$ cat config.mk
export PLATFORM = sky130hd
export DESIGN_NAME = piso_shift_tx
export DESIGN_NICKNAME = d
export VERILOG_FILES = /design/src/rtl/piso_shift_tx.sv
export SDC_FILE = /design/constraint.sdc
export NUM_CORES = 1
export LEC_CHECK = 0
export ABC_AREA = 0
export BUFFER_PORTS_ARGS = -buffer_cell sky130_fd_sc_hd__buf_4
export CAP_MARGIN = 20
export CELL_PAD_IN_SITES_DETAIL_PLACEMENT = 2
export CELL_PAD_IN_SITES_GLOBAL_PLACEMENT = 2
export CORE_MARGIN = 2
export CORE_UTILIZATION = 33
export DETAILED_ROUTE_END_ITERATION = 16
export PLACE_DENSITY = 0.76
export SLEW_MARGIN = 25
export SYNTH_ARGS = -nofsm -noshare
export SYNTH_HDL_FRONTEND = slang
export SYNTH_SLANG_ARGS = --single-unit
$ cat constraint.sdc
create_clock -name clk -period 2 [get_ports clk]
set_clock_uncertainty 0.2 [all_clocks]
set_input_delay 0.1 -clock clk [delete_from_list [all_inputs] [get_ports clk]]
set_output_delay 0.1 -clock clk [all_outputs]
set_load 0.1 [all_outputs]
$ cat src/rtl/piso_shift_tx.sv
// Parallel-in serial-out transmitter: loads a WIDTH-bit word and shifts it out MSB first.
// Define PISO_PARITY_EN to append an even-parity bit after the LSB.
module piso_shift_tx #(
    parameter int WIDTH = 8
) (
    input  logic             clk,
    input  logic             reset_n,
    input  logic             en,
    input  logic             start,
    input  logic [WIDTH-1:0] din,
    output logic             sout,
    output logic             sout_valid,
    output logic             busy,
    output logic             done
);

    localparam int CNT_W = $clog2(WIDTH) + 1;

`ifdef PISO_PARITY_EN
    typedef enum logic [1:0] {
        IDLE   = 2'd0,
        SHIFT  = 2'd1,
        DONE   = 2'd2,
        PARITY = 2'd3
    } state_t;
`else
    typedef enum logic [1:0] {
        IDLE  = 2'd0,
        SHIFT = 2'd1,
        DONE  = 2'd2
    } state_t;
`endif

    state_t             state_q, state_d;
    logic [WIDTH-1:0]   shreg_q, shreg_d;
    logic [CNT_W-1:0]   cnt_q, cnt_d;
    logic               sout_q, sout_d;
    logic               sout_valid_q, sout_valid_d;
`ifdef PISO_PARITY_EN
    logic               parity_q, parity_d;
`endif

    logic load;
    logic last_bit;

    assign load     = (state_q == IDLE) && en && start;
    assign last_bit = (cnt_q == CNT_W'(WIDTH - 1));

    always_ff @(posedge clk or negedge reset_n) begin
        if (!reset_n) begin
            state_q      <= IDLE;
            shreg_q      <= '0;
            cnt_q        <= '0;
            sout_q       <= 1'b0;
            sout_valid_q <= 1'b0;
`ifdef PISO_PARITY_EN
            parity_q     <= 1'b0;
`endif
        end else begin
            state_q      <= state_d;
            shreg_q      <= shreg_d;
            cnt_q        <= cnt_d;
            sout_q       <= sout_d;
            sout_valid_q <= sout_valid_d;
`ifdef PISO_PARITY_EN
            parity_q     <= parity_d;
`endif
        end
    end

    // DONE always falls back to IDLE, even with en low, so the done pulse is one clk wide.
    always_comb begin
        state_d = state_q;
        case (state_q)
            IDLE:    if (load) state_d = SHIFT;
`ifdef PISO_PARITY_EN
            SHIFT:   if (en && last_bit) state_d = PARITY;
            PARITY:  if (en) state_d = DONE;
`else
            SHIFT:   if (en && last_bit) state_d = DONE;
`endif
            DONE:    state_d = IDLE;
            default: state_d = IDLE;
        endcase
    end

    always_comb begin
        shreg_d      = shreg_q;
        cnt_d        = cnt_q;
        sout_d       = sout_q;
        sout_valid_d = sout_valid_q;
`ifdef PISO_PARITY_EN
        parity_d     = parity_q;
`endif
        case (state_q)
            IDLE: begin
                if (load) begin
                    shreg_d      = din;
                    cnt_d        = '0;
                    sout_d       = din[WIDTH-1];
                    sout_valid_d = 1'b1;
`ifdef PISO_PARITY_EN
                    parity_d     = ^din;
`endif
                end
            end
            SHIFT: begin
                if (en) begin
                    shreg_d = shreg_q << 1;
                    cnt_d   = cnt_q + CNT_W'(1);
                    if (last_bit) begin
`ifdef PISO_PARITY_EN
                        sout_d       = parity_q;
                        sout_valid_d = 1'b1;
`else
                        sout_d       = 1'b0;
                        sout_valid_d = 1'b0;
`endif
                    end else begin
                        sout_d       = shreg_q[WIDTH-2];
                        sout_valid_d = 1'b1;
                    end
                end
            end
`ifdef PISO_PARITY_EN
            PARITY: begin
                if (en) begin
                    sout_d       = 1'b0;
                    sout_valid_d = 1'b0;
                end
            end
`endif
            default: begin
                sout_d       = 1'b0;
                sout_valid_d = 1'b0;
            end
        endcase
    end

    assign sout       = sout_q;
    assign sout_valid = sout_valid_q;
    assign busy       = (state_q != IDLE);
    assign done       = (state_q == DONE);

endmodule

== Word-level counts from Yosys, hierarchy flattened ==
Cells that the tools add are included.
Operators by class
  add/sub/neg operators: 1
  reduce and logical (&&, ||, !) cells: 9
  equality and inequality tests: 6
  mux-type cells: 17
Operators with widths (number)
  7-bit 2-to-1 mux: 2
  7-bit case mux with 2 select lines: 1
  4-bit 2-to-1 mux: 2
  4-bit case mux with 2 select lines: 1
  1-bit 2-to-1 mux: 6
  2-bit != test, second input constant: 3
  4-bit by 1-bit adder with 4-bit output, second input constant: 1
  4-bit by 3-bit equality test with 1-bit output, second input constant: 1
  2-bit 2-to-1 mux: 2
  1-bit case mux with 2 select lines: 2
  2-bit case mux with 2 select lines: 1
  2-bit AND reduction: 2
  2-bit nonzero test: 2
  1-bit logical AND: 3
  3-bit AND reduction: 1
  2-bit by 1-bit equality test with 1-bit output, second input constant: 1
  2-bit equality test, second input constant: 1
  2-bit logical NOT: 1
Word-level totals
  register bits: 15
  input bits: 12
  output and inout port bits: 4

== Depth between registers and ports, before layout ==
  word-level depth: 5
  depth in mapped cells: 5
  depth with buffers taken out: 4

== Worst setup path after synthesis ==
OpenSTA, ideal clock, no wires.
  path kind: register to register
  start point: register, netlist name sout
  end point: register sout_q (netlist: sout)
  arrival time: 1.180 ns
  clock period less this slack: 1.507 ns
  setup slack: 0.493 ns
  path buffers: 0
  cell stages (with the launch flop): 2
  data required time: 1.673 ns
  setup time: 0.127 ns
  cells stage by stage: dfrtp_1 > a221o_2
RTL lines
  end signal, assigned: RTL line 63  | sout_q <= sout_d;
  end, declared: RTL line 37  | logic sout_q, sout_d;

==> results.md <==
- Final nets: 109
- Cell family with most CP delay: buffers and inverters
- Post-synth EDFFs: 0
- Sink Count: 15
- Mean Syn Cell Area: 11.63 um^2
- Max-cap viol count: 0
- Post-cts resize count: 0
- Num rows: 17
- Vias in the first global route: approximately 710
- Final wirelength: between 1500 and 2000 um
- Total number of vias: 645
- Final core utilization: 0.4667
- Largest net degree at the start of global routing: 13
- CTS tree: built
- NetSw: around 0.6 mW
- Power density cells: 1280 mW/mm^2
- Post-synth top area share: 0.4815
- Syn_nets: 80
- Crit share post-route: 0.9466
- Setup Fix Bufs, Post-CTS: 0
- Critical path origin: reset_n
- Startpoint types: primary input
- Routed vias/inst: about 5.2
- Hold Crit Class: flip-flop to flip-flop
- Register area share after synthesis: 0.4815
- First-pass iteration count of the detailed router: 4
- R2r startpoint: state_q[0]
- Worst slew pin tran: 0.4380 ns
- GP Congestion: just over 0.7
- Post-place setup slack: 0.3642 ns
- I/O Buffers: 15
- Primary FF master, synth: dfrtp_1
- Critical path, cell by cell: dlygate4sd3_1 -> dlygate4sd3_1 -> buf_4 -> dlygate4sd3_1
- GRT overflow: 0
- Hold_buf cts: 13
- Finish-stage setup viols: 0
- Crit path kind: primary input to asynchronous set/reset pin
- Diode count: 0
- Final ANT Viol Nets: 0
- Die width: roughly 53 um
- WP data required: 2.23 ns
- Final worst slack: 0.1069 ns
- CP Capture Type: asynchronous set/reset pin
- Most instantiated library cell after synthesis: dfrtp_1
- Hold slack: 0.2919 ns
- Status: finished clean
- Root buffer cell: clkbuf_4
- H-tree Lvls: 1
- Rel. slew slack: 0.7071
- Cell Area, Synth: 779.5 um^2
- CTS buffer count: 3
- Static Leak: 0.4867 nW
- Sequential share of power: 0.381
- Slowest-stage cell, CP: dlygate4sd3_1
- Switching part of the total: 0.4431
- First-pass GRT wire length: 3381 um
- Most common library cells after synthesis: 15 x dfrtp_1, 8 x nand3_1, 6 x mux2i_1
- Setup_tns: 0 ns
- Final Max Tran Viols: 0
- Final Hold Viols: 0
- Die Y: approximately 53 um
- DR DRC count: 0
- Delay of the slowest critical-path stage: 0.80 ns
- Clk_lat worst skew: 0.28 ns
- Fraction of layout cells with a size suffix above 1: 0.2632
- Clock Pin Slew Worst Setup and Hold Paths: 0.09 ns
- Starting DRT DRC Count: 5
- Mapped Cells: 67
- Routed WL per cell: 15.42 um
- RSZ-0062 raised after global routing: false
- Arr. time, crit path: 2.13 ns
- Post-route cell area: 0.001042 mm^2
- Most numerous cell on the critical path: dlygate4sd3_1
- CP max FO: 8
- Initial antenna violation count: 0
- Gr usage total: 0.1685
- Peak VDD IR: 584.9 uV
- Clock share of power: 0.130
- Int Pwr: 0.7432 mW
- Netlist cell types: 30
- Layout filler cell count: 248
- Number of I/O pins: 16
- Synthesis-to-layout area growth: 33.71%
- Asr flop ratio synth: 1.000
- Longest Clk Path Bufs: 2
- Flop and latch count out of synthesis: 15
- DP Wirelength: 1267 um
- Dpl cells: around 110
- Min Tclk post-route: roughly 1.9 ns
- Worst path bufs/invs: 4
- Ys Warns: 0
- Worst Hold Path Cells: 1
- Worst path depth: 4
- Dpl cell area: ~890 um^2
- Worst hold start: sout_valid
- Total power: 1.334 mW
- Initial Util: 0.3490
- Die area: 0.002767 mm^2
- Area leader, netlist: dfrtp_1
- R2r worst-path depth: 3
- Post-route insts no fill: around 120
- Combinational Power Share: 0.489
- Core Area: 0.002233 mm^2
- Synth top area cells: dfrtp_1 48%, mux2i_1 7.7%, nand3_1 5.1%
- Fmax: approximately 0.53 GHz
[area by class of cell]
| type | instances | area, um^2 | share of cell area |
|---|---|---|---|
| Multi-Input combinational cell | 47 | 355.3 | 0.3409 |
| Tap cell | 28 | 35.03 | 0.03361 |
| Timing Repair Buffer | 29 | 250.2 | 0.2401 |
| Clock buffer | 4 | 26.28 | 0.02521 |
| Sequential cell | 15 | 375.4 | 0.3601 |
[cells by family after synthesis]
kind of cell / Yosys count / share of synthesized area
AOI/OAI and AO/OA: 18 / 0.1718
xor gates and xnor gates: 1 / 0.01124
adders and majority gates: 1 / 0.01605
buffers and inverters: 5 / 0.06260
DFF: 15 / 0.4815
muxes: 6 / 0.07705
and+or+nand+nor: 21 / 0.1798
[path summary, 6_finish.rpt]
| check | end | slack, ns |
|---|---|---|
| max in group clk | sout_valid | 0.34 |
| min in group asynchronous | shreg_q[3] | 0.50 |
| min reg2reg | sout_valid | 0.29 |
| max reg2reg | sout_valid | 0.34 |
| max | state_q[0] | 0.11 |
| min | sout_valid | 0.29 |
[layout by cell type (no fill, tap or decap), types with 2 or more instances in the layout]
| cell | count |
|---|---|
| buf_4 | 16 |
| nor2_1 | 3 |
| nand4b_1 | 2 |
| o21ai_1 | 5 |
| o21ai_0 | 2 |
| dlygate4sd3_1 | 13 |
| mux2i_1 | 6 |
| nor2b_1 | 2 |
| clkbuf_4 | 3 |
| nand3_1 | 8 |
| dfrtp_1 | 15 |
[routing by layer]
metal  global-route usage  vias up  wire length (um)
met5                    0        -                 0
met2               0.2813       13               949
li1                     -      309                 -
met3              0.03429        2                55
met4              0.03846        0                 4
met1               0.2230      321               888
[sequential cells by signal (all words and copies together), names as in the netlist]
register / flops
sout: 1
sout_valid: 1
shreg_q: 7
state_q: 2
cnt_q: 4
[power groups by stage]
stage	Combinational, mW	Clock [mW]	Sequential [mW]
2_1_floorplan	0.439	0	0.590
3_3_place_gp	0.621	0	0.510
3_5_place_dp	0.638	0	0.516
4_1_cts	0.659	0.186	0.509
5_1_grt	0.711	0.195	0.530
6_report	0.653	0.173	0.508
[worst reg2reg max path, cell delays in order (launching register included)]
cell,delay [ns]
dfrtp_1,0.50
nand4bb_1,0.48
a22oi_1,0.32
a21o_1,0.11
Power figures use the tool's default switching activity.
